File: src/rtl/synth_pkg.sv
// synth_pkg: CIC decimator dimensions shared with clkdiv/dac.
package synth_pkg;
  localparam int CIC_N = 3;
  localparam int CIC_R = 512;
  localparam int OUT_W = 16;
  localparam int SAMPLE_DIV = 512;
  localparam int CNT_W = $clog2(CIC_R);
  localparam int ACC_W = CIC_N * CNT_W + 1;
  localparam int SHIFT = ACC_W - 1 - OUT_W;
  localparam int PRIME_W = $clog2(CIC_N + 1);
  typedef logic [ACC_W-1:0] acc_t;
endpackage

File: src/rtl/cic_comb_stage.sv
// cic_comb_stage: one CIC comb, y = x - x delayed by one decimated sample.
module cic_comb_stage
  import synth_pkg::*;
(
  input  logic clk,
  input  logic rst,
  input  logic en,
  input  acc_t x,
  output acc_t y
);
  acc_t d;
  assign y = x - d;
  always_ff @(posedge clk)
    if (!rst) d <= '0;
    else if (en) d <= x;
endmodule

File: src/rtl/pdm_decimator.sv
// pdm_decimator: 3rd-order CIC (R=512) turning a 1-bit PDM stream into 16-bit unsigned PCM.
module pdm_decimator
  import synth_pkg::*;
(
  input  logic             clk,
  input  logic             rst,
  input  logic             ce,
  input  logic             din,
  output logic [OUT_W-1:0] dout,
  output logic             dout_valid
);
  acc_t i1, i2, i3, i1n, i2n, i3n, y_sh;
  logic [CIC_N:0][ACC_W-1:0] c;
  logic [CNT_W-1:0] cnt;
  logic [PRIME_W-1:0] prime;
  logic inst;
  assign i1n = i1 + acc_t'(din);
  assign i2n = i2 + i1n;
  assign i3n = i3 + i2n;
  assign inst = ce && cnt == CNT_W'(CIC_R - 1);
  assign c[0] = i3n;
  // Integrators wrap modulo 2^ACC_W; the combs cancel the wrap exactly.
  for (genvar k = 0; k < CIC_N; k++) begin : g_comb
    cic_comb_stage u_comb (.clk(clk), .rst(rst), .en(inst), .x(c[k]), .y(c[k+1]));
  end
  assign y_sh = c[CIC_N] >> SHIFT;
  always_ff @(posedge clk)
    if (!rst) begin
      i1 <= '0;
      i2 <= '0;
      i3 <= '0;
      cnt <= '0;
      prime <= '0;
      dout <= '0;
      dout_valid <= 1'b0;
    end else begin
      dout_valid <= inst && prime == PRIME_W'(CIC_N);
      if (ce) begin
        i1 <= i1n;
        i2 <= i2n;
        i3 <= i3n;
        cnt <= cnt + 1'b1;
      end
      if (inst && prime != PRIME_W'(CIC_N)) prime <= prime + 1'b1;
      if (inst && prime == PRIME_W'(CIC_N)) dout <= |y_sh[ACC_W-1:OUT_W] ? '1 : y_sh[OUT_W-1:0];
    end
endmodule

File: config.mk
export PLATFORM = sky130hd
export DESIGN_NAME = pdm_decimator
export DESIGN_NICKNAME = d
export VERILOG_FILES = /design/src/rtl/synth_pkg.sv /design/src/rtl/cic_comb_stage.sv /design/src/rtl/pdm_decimator.sv
export SDC_FILE = /design/constraint.sdc
export NUM_CORES = 1
export LEC_CHECK = 0
export CORE_AREA = 5 5 169 252
export DETAILED_ROUTE_END_ITERATION = 6
export DIE_AREA = 0 0 174 257
export PLACE_DENSITY = 0.58
export SLEW_MARGIN = 15
export SYNTH_ARGS = -nofsm -noshare
export SYNTH_HDL_FRONTEND = slang
export SYNTH_SLANG_ARGS = --single-unit
File: constraint.sdc
create_clock -name clk -period 11.19 [get_ports clk]
set_input_delay 2.238 -clock clk [delete_from_list [all_inputs] [get_ports clk]]
set_output_delay 2.238 -clock clk [all_outputs]
set_load 0.02 [all_outputs]
# After elaboration in Yosys (flattened, before gate mapping)
# Index checks and enable logic that the tools add are counted.
totals:
  out_inout_bits: 17
  wordCells: 25
  ff_bits: 196
classes:
  reduce_logical: 3
  muxes: 1
  addsub: 8
  eq_ne: 3
ops:
  columns: ["op", "n"]
  rows:
  - ["subtractor 28 bit", 3]
  - ["adder 28 bit", 2]
  - ["adder 28 x 1 -> 28 bit", 1]
  - ["two-way mux 16 bit", 1]
  - ["adder 9 x 1 -> 9 bit, second input constant", 1]
  - ["== test 9 bit, second input constant", 1]
  - ["logical AND 1 bit", 3]
  - ["adder 2 x 1 -> 2 bit, second input constant", 1]
  - ["== test 2 bit, second input constant", 1]
  - ["inequality test 2 bit, second input constant", 1]

# Longest topological paths before layout
# Gate-level depths: netlist (run 1).
depth:
  ltp_word: 7
  depth_mapped: 48
  depth_no_buf: 47

# Hierarchy
# A second synthesis (run 1) with hierarchy kept.
unflattened:
  cells_unflattened: 1892
  hier_area_um2: 15627.5
modules_own_cells:
  columns: ["module", "cells_per_inst", "instances", "area_per_inst_um2"]
  rows:
  - ["pdm_decimator", 908, 1, 7699.9]
  - ["cic_comb_stage at g_comb[1].u_comb ...", 337, 2, 2686.3]
  - ["cic_comb_stage at g_comb[0].u_comb", 310, 1, 2555.0]

# Worst setup path after synthesis (run 1)
# No wires, ideal clock.
synth_timing:
  path_type: "input to register"
  start: "input port din"
  end: "register dout[10]"
  arrival_ns: 10.708
  required_time_ns: 11.040
  slack_ns: 0.331
  setup_ns: 0.150
  stages: 46
  cell_sequence: "ha_1 > ha_1 > inv_1 > fa_1 > nor2b_1 > o21ai_0 > a21boi_0 > o21ai_0 > a21oi_1 > nor2_1 > o21ai_0 > xor2_1 > ha_1 > nand2_1 > nor2_1 > a211oi_1 > o21ai_1 > a21o_1 > (+10 left out) > and4_1 > nand2_1 > o31ai_1 > a31oi_1 > a21oi_1 > xor2_1 > ha_1 > a21oi_1 > o21ai_0 > a31o_2 > o2111a_1 > a2111oi_2 > a21oi_1 > a21oi_1 > xnor2_1 > xnor2_2 > buf_6 > a31oi_2"
synth_lines:
  columns: ["element", "line_no", "source"]
  rows:
  - ["from (decl)", "pdm_decimator.sv:8", "input logic din,"]
  - ["to (signal assigned)", "pdm_decimator.sv:45", "if (inst && prime == PRIME_W'(CIC_N)) dout <= |y_sh[ACC_W-1:OUT_W] ? '1 : y_sh[OUT_W-1:0];"]
  - ["to (decl)", "pdm_decimator.sv:9", "output logic [OUT_W-1:0] dout,"]

==> results of run 1 <==
logic make-up (layout without fill, tap and decap cells):
| family | count (synthesis) | in the layout | share of synthesized area |
|---|---|---|---|
| compound gates | 416 | 416 | 0.191 |
| xor+xnor | 170 | 170 | 0.112 |
| fa+ha+maj | 147 | 147 | 0.135 |
| buf+inv | 195 | 451 | 0.0543 |
| flops | 196 | 196 | 0.284 |
| mux | 55 | 55 | 0.0399 |
| simple gates | 543 | 543 | 0.184 |
critical path, delay by kind of cell:
| family | cells | cell delay [ns] |
|---|---|---|
| AO/OA/AOI/OAI | 22 | 3.44 |
| adder cells (fa/ha/maj) | 7 | 2.07 |
| buffers and inverters | 9 | 1.16 |
| XOR/XNOR | 6 | 1.05 |
| AND/OR/NAND/NOR | 7 | 0.95 |
routing by layer:
metal  vias up  wire (um)
met4         0        721
li1       6436          -
met5         -          0
met1      5698      12600
met3        44        467
met2        79      17300
final timing paths:
check / start / end / slack, ns
worst max-delay path: din / dout[15] / 0.60
worst min-delay path: g_comb[0].u_comb.d[4] / g_comb[0].u_comb.d[4] / 0.45
worst max register to register: i1[0] / dout[15] / 2.21
worst min register to register: g_comb[0].u_comb.d[4] / g_comb[0].u_comb.d[4] / 0.45
through the flow:
stage	cell area (um2)	std cells	setup WS [ns]	total power [mW]
2_1_floorplan	13800	1722	0.331	2.41
3_3_place_gp	16300	2440	-0.437	3.26
3_5_place_dp	16300	2440	-0.631	3.31
4_1_cts	17000	2470	0.0248	3.99
5_1_grt	17400	2484	0.0437	4.46
6_report	17400	2484	0.598	4.10
Yosys cell counts, drive strengths merged, types with 5 or more instances:
cell type,count
a211oi,20
a21boi,5
a21o,58
a21oi,162
a31oi,26
and2,10
and3,25
and4,6
buf,17
clkbuf,52
dfxtp,196
ha,143
inv,126
mux2i,54
nand2,195
nand2b,13
nand3,38
nand4,28
nor2,157
nor2b,23
nor3,15
o211ai,10
o21a,11
o21ai,74
o21bai,18
or3,14
xnor2,90
xor2,78
registers in the layout, summed over array words and instances, names as in the netlist:
register         count
cnt                  9
dout                16
dout_valid           1
g_comb.u_comb.d     84
i1                  28
i2                  28
i3                  28
prime                2
final cells by class:
cell class                 instances  area share
multi-input combinational       1331       0.545
sequential                       196       0.225
timing repair buffer             295       0.132
tap                              506      0.0363
inverter                         126      0.0273
clock buffer                      19      0.0254
clock inverter                    11     0.00876
power breakdown:
group | internal, mW | switching [mW]
Clock | 0.357 | 0.283
Combinational | 1.42 | 1.33
Sequential | 0.702 | 0.00377
Total | 2.47 | 1.62
what timing repair did:
action / CTS / global route
gates cloned: 0 / 1
pin swaps: 0 / 55
resized for setup: 7 / 80
setup buffers: 0 / 13
endpoints found under the setup margin: 16 / 16
==> results.ini, run 1 <==
[cells_and_area]
utilization=0.435
drive_gt1_frac=0.202
sequential_cell_area_um2=3920
mostFrequentLayoutCells=273 x sky130_fd_sc_hd__buf_4, 196 x sky130_fd_sc_hd__dfxtp_1, 193 x sky130_fd_sc_hd__nand2_1
antenna_cells=0
multi_input_comb_area_um2=9500
layout-area-overhead-vs-synth_pct=26.1
layout.cells.most_common=sky130_fd_sc_hd__buf_4
finalNetCount=2118
fillCellCount=3960

[clock_network]
cts_hold_repair.buffers=0
cts_sinks=196
insertion_delay_of_the_later_clocked_pin_in_the_worst_skew_pair_ns=0.46
number_of_clock_buffers_inserted_by_tritoncts=17
cts.path.max_buffers=2
clock-root-buffer=sky130_fd_sc_hd__clkbuf_16
tritoncts=done
clk_pin_slew_ns=0.07
cts_htree_levels=4

[setup_path]
cpMostUsedCell=sky130_fd_sc_hd__ha_1
max_stage_delay_ns=0.41
worstPathMaxFanout=8
worst-endpoint-required_ns=11.51
cp.arrival_ns=10.91
critPathCaptureType=flop
worst_r2r_path_depth=45
crit_path_start_kind=primary input
worst_path_max_delay_cell=sky130_fd_sc_hd__fa_1
timing_worst_setup_path_type=in2reg

[pwr]
static-leakage-power_nw=7.72
max-vdd-ir-drop_mv=0.163
power_density_nw_per_um2=235

[place]
gp_congestion=0.833
port_buffers=20
detailed_place_hpwl_mm=22.9

[timing]
fmax_mhz=94.4
finalSetupTns_ns=0
setup_violators_final=0
fin_crit_ns=10.59
max_slew_margin=0.309
rsz0062_at_grt=false
clock-skew-final_ns=0.0117
final_hold_viol_count=0
final-max-slew-violation-count=0
hold-worst-slack_ns=0.453
crit_share_post_route=0.947
worst_slew_pin_slew_ns=1.04

[routing]
ant_nets=0
vias_per_cell=4.93
drt-wirelength-per-cell_um=12.6
route.vias.total=12257
detail_route.iter0.violations=509
drt_pre_antenna_iters=4
route.final.wire_length_mm=31.2
detail_route.drc_violations=0

[logic_synthesis]
syn-num-nets=1873
syn_area_per_cell_um2=8.02
netlist.area_leader.share=0.284
asyncSetResetFlopFracSynth=0
netlist-cell-type-count=70
synth-edff-count=0
synthesis.instances=1722
ys.flop_type=sky130_fd_sc_hd__dfxtp_1
post_synthesis_cell_type_with_the_largest_combined_area=sky130_fd_sc_hd__dfxtp_1
ys_seq_elements=196
syn_area_um2=13800
synth_warnings=0
synth_seq_area_share=0.284
yosys-top-cells-area=sky130_fd_sc_hd__dfxtp_1 28%, sky130_fd_sc_hd__ha_1 13%, sky130_fd_sc_hd__a21oi_1 5.9%, sky130_fd_sc_hd__xnor2_1 5.6%, sky130_fd_sc_hd__nand2_1 5.3%

[floorplan]
io-pin-count=21
core_area_um2=40100
floorplan.die.width_um=174
die_area_um2=44700
num_rows=90
start_util=0.345
fp.dieH_um=257

[grt]
groute.layer.met2.usage=0.283
grt.overflow.total=0
grt_start_max_net_pins=91
grt_util_met1=0.142
antenna_found_initial=0
number_of_global_route_vias_before_repair=12054
track_usage=0.140
grt.met3_usage=0.0191
globalRoute.busiestLayer=met2
grt_first_pass_wirelength_mm=53.3

[min_path]
min_path_cells=2
hold_path_class=reg2reg

[flow_run]
timing.max_cap.violations=0

[run_status]
outcome=finished, final reports clean

No activity file was read; power rests on OpenSTA's default activity.
==> inputs of run 2 (changes only) <==
Settings changed: ABC_AREA set to 1, CORE_AREA 5 5 169 252 to 5 5 143 213, DIE_AREA 0 0 174 257 to 0 0 148 218, PLACE_DENSITY 0.58 to 0.75.
Clock period 11.19 ns to 8.7 ns, I/O delays scaled along.
==> run 2 against run 1 <==
Compared with the run above:
- the flow now finishes with violations (negative setup slack)
- setup slack worse by 1.2 ns
- worst hold slack better by 0.011 ns
- sequential share of layout area down 2.4 points
- first-iteration DRC count up 38%
- design area up 12%
- non-clock buffer count up 175
- utilization up 25 points
- critical path depth up 1
==> results.ini, run 2 <==
[run_status]
outcome=complete, but fails checks
failing_checks=negative setup slack

[floorplan]
floorplan.die.width_um=148
start_util=0.489
die_area_um2=32300
fp.dieH_um=218
io-pin-count=21
num_rows=76
core_area_um2=28400

[min_path]
hold_path_class=reg2reg
min_path_cells=1

[logic_synthesis]
synth-edff-count=0
syn-num-nets=2172
asyncSetResetFlopFracSynth=0
netlist.area_leader.share=0.282
syn_area_per_cell_um2=6.88
ys.flop_type=sky130_fd_sc_hd__dfxtp_1
netlist-cell-type-count=41
yosysMostFrequentCell=sky130_fd_sc_hd__inv_1
syn_area_um2=13900
synthesis.instances=2021
post_synthesis_cell_type_with_the_largest_combined_area=sky130_fd_sc_hd__dfxtp_1
synth.cells.most_frequent=316 x sky130_fd_sc_hd__inv_1, 248 x sky130_fd_sc_hd__a21oi_1, 239 x sky130_fd_sc_hd__o21ai_0
synth_seq_area_share=0.282
synth_warnings=0
ys_seq_elements=196
yosys-top-cells-area=sky130_fd_sc_hd__dfxtp_1 28%, sky130_fd_sc_hd__ha_1 13%, sky130_fd_sc_hd__a21oi_1 8.9%, sky130_fd_sc_hd__o21ai_0 8.6%, sky130_fd_sc_hd__inv_1 8.5%

[clock_network]
insertion_delay_of_the_later_clocked_pin_in_the_worst_skew_pair_ns=0.46
cts_htree_levels=4
clk_pin_slew_ns=0.07
cts.path.max_buffers=2
cts_hold_repair.buffers=0
number_of_clock_buffers_inserted_by_tritoncts=17
tritoncts=done
cts_sinks=196
clock-root-buffer=sky130_fd_sc_hd__clkbuf_16

[timing]
fin_crit_ns=9.31
fmax_mhz=107
final_hold_viol_count=0
clock-skew-final_ns=0.0107
worst_slew_pin_slew_ns=1.09
setup_violators_final=16
crit_share_post_route=1.07
max_slew_margin=0.276
worst_slack_ns=-0.612
rsz0062_at_grt=true
final-max-slew-violation-count=0

[grt]
antenna_found_initial=0
grt.overflow.total=0
track_usage=0.244
grt_start_max_net_pins=91
number_of_global_route_vias_before_repair=14939
grt_first_pass_wirelength_mm=65.1

[routing]
vias_per_cell=5.32
ant_nets=0
route.final.wire_length_mm=41.3
detail_route.drc_violations=0
drt_pre_antenna_iters=5
detail_route.iter0.violations=702
route.vias.total=14983
drt-wirelength-per-cell_um=14.7

[cells_and_area]
fillCellCount=2259
layout.cells.most_common=sky130_fd_sc_hd__buf_4
drive_gt1_frac=0.285
finalNetCount=2602
largest_register_ffs=84
sequential_cell_area_um2=3920
finish.cell_count_without_fillers=2815
layout-area-overhead-vs-synth_pct=40.4
multi_input_comb_area_um2=9790
antenna_cells=0
mostFrequentLayoutCells=449 x sky130_fd_sc_hd__buf_4, 310 x sky130_fd_sc_hd__inv_1, 221 x sky130_fd_sc_hd__o21ai_0
largest_register=g_comb.u_comb.d
utilization=0.687

[setup_path]
timing_worst_setup_path_type=in2reg
worst-endpoint-required_ns=9.05
crit_path_start_kind=primary input
worst_path_max_delay_cell=sky130_fd_sc_hd__ha_1
worst_r2r_path_depth=51
worstPathMaxFanout=8
max_stage_delay_ns=0.37
critPathCaptureType=flop
cp.arrival_ns=9.66

[flow_run]
timing.max_cap.violations=0

[place]
place_inst=2742
port_buffers=20
detailed_place_hpwl_mm=29.3
gp_congestion=0.954

==> run 2: cell types whose count changed after synthesis, sizes merged, moves of 24 or more <==
cell	previous run	this run
inv	126	316
o21ai	74	243
a21oi	162	248
nor2	157	239
mux2i	54	0
a21o	58	5
xnor2	90	37
nand2	195	243
nand3	38	79
and3	25	0
xor2	78	102
==> run 2: path summary, 6_finish.rpt <==
check / start / slack, ns / endpoint
worst max-delay path: din / -0.61 / dout[0]
worst min-delay path: prime[0] / 0.46 / prime[0]
worst max register to register: i1[0] / 0.33 / dout[0]
worst min register to register: prime[0] / 0.46 / prime[0]
==> run 2: per-stage QoR <==
step | setup WS [ns] | cell area, um2 | hold WS (ns) | TNS, ns
CTS | -0.481 | 18600 | 0.468 | -7.26
finish | -0.612 | 19500 | 0.465 | -9.35
detailed placement | -1.73 | 17500 | 0.457 | -29.80
global route | -1.07 | 19500 | 0.487 | -16.46
floorplan | -0.113 | 14000 | 0.429 | -1.00
global placement | -1.61 | 17500 | 0.444 | -26.84
==> run 2: area by class of cell <==
class                           instances  share of cell area
Clock buffer                           17              0.0218
Clock inverter                         15             0.00878
Tap cell                              351              0.0225
Multi-Input combinational cell       1449               0.501
Sequential cell                       196               0.201
Timing Repair Buffer                  470               0.184
Inverter                              317              0.0611
==> run 2: metal layers <==
metal	vias to the layer above	routed length, um	track usage
met5	-	0	0
met4	0	3290	0.178
met3	179	1220	0.0299
met2	380	21900	0.466
met1	6905	14900	0.235
li1	7519	-	-
==> run 2: repair_timing <==
action,CTS,global route
pin swaps,63,99
gates cloned,1,0
endpoints found under the setup margin,17,17
resized for setup,93,139
setup buffers,20,20
==> run 2: cell families after synthesis <==
| kind of cell | after synthesis | share of synthesized area |
|---|---|---|
| AND/OR/NAND/NOR | 608 | 0.183 |
| flip-flops | 196 | 0.282 |
| buffers and inverters | 377 | 0.103 |
| AO/OA/AOI/OAI | 554 | 0.211 |
| adder cells (fa/ha/maj) | 147 | 0.134 |
| XOR/XNOR | 139 | 0.0876 |
==> run 2: worst max-delay path, delay by kind of cell <==
family | cells | cell delay, ns
xor+xnor | 6 | 1.10
fa+ha+maj | 7 | 1.78
simple gates | 17 | 2.10
compound gates | 13 | 2.01
buf+inv | 9 | 0.94
Power of run 2 is left out: the tool's default activity adds up to more than one toggle a clock period on the data nets, which glitch-free logic cannot reach.
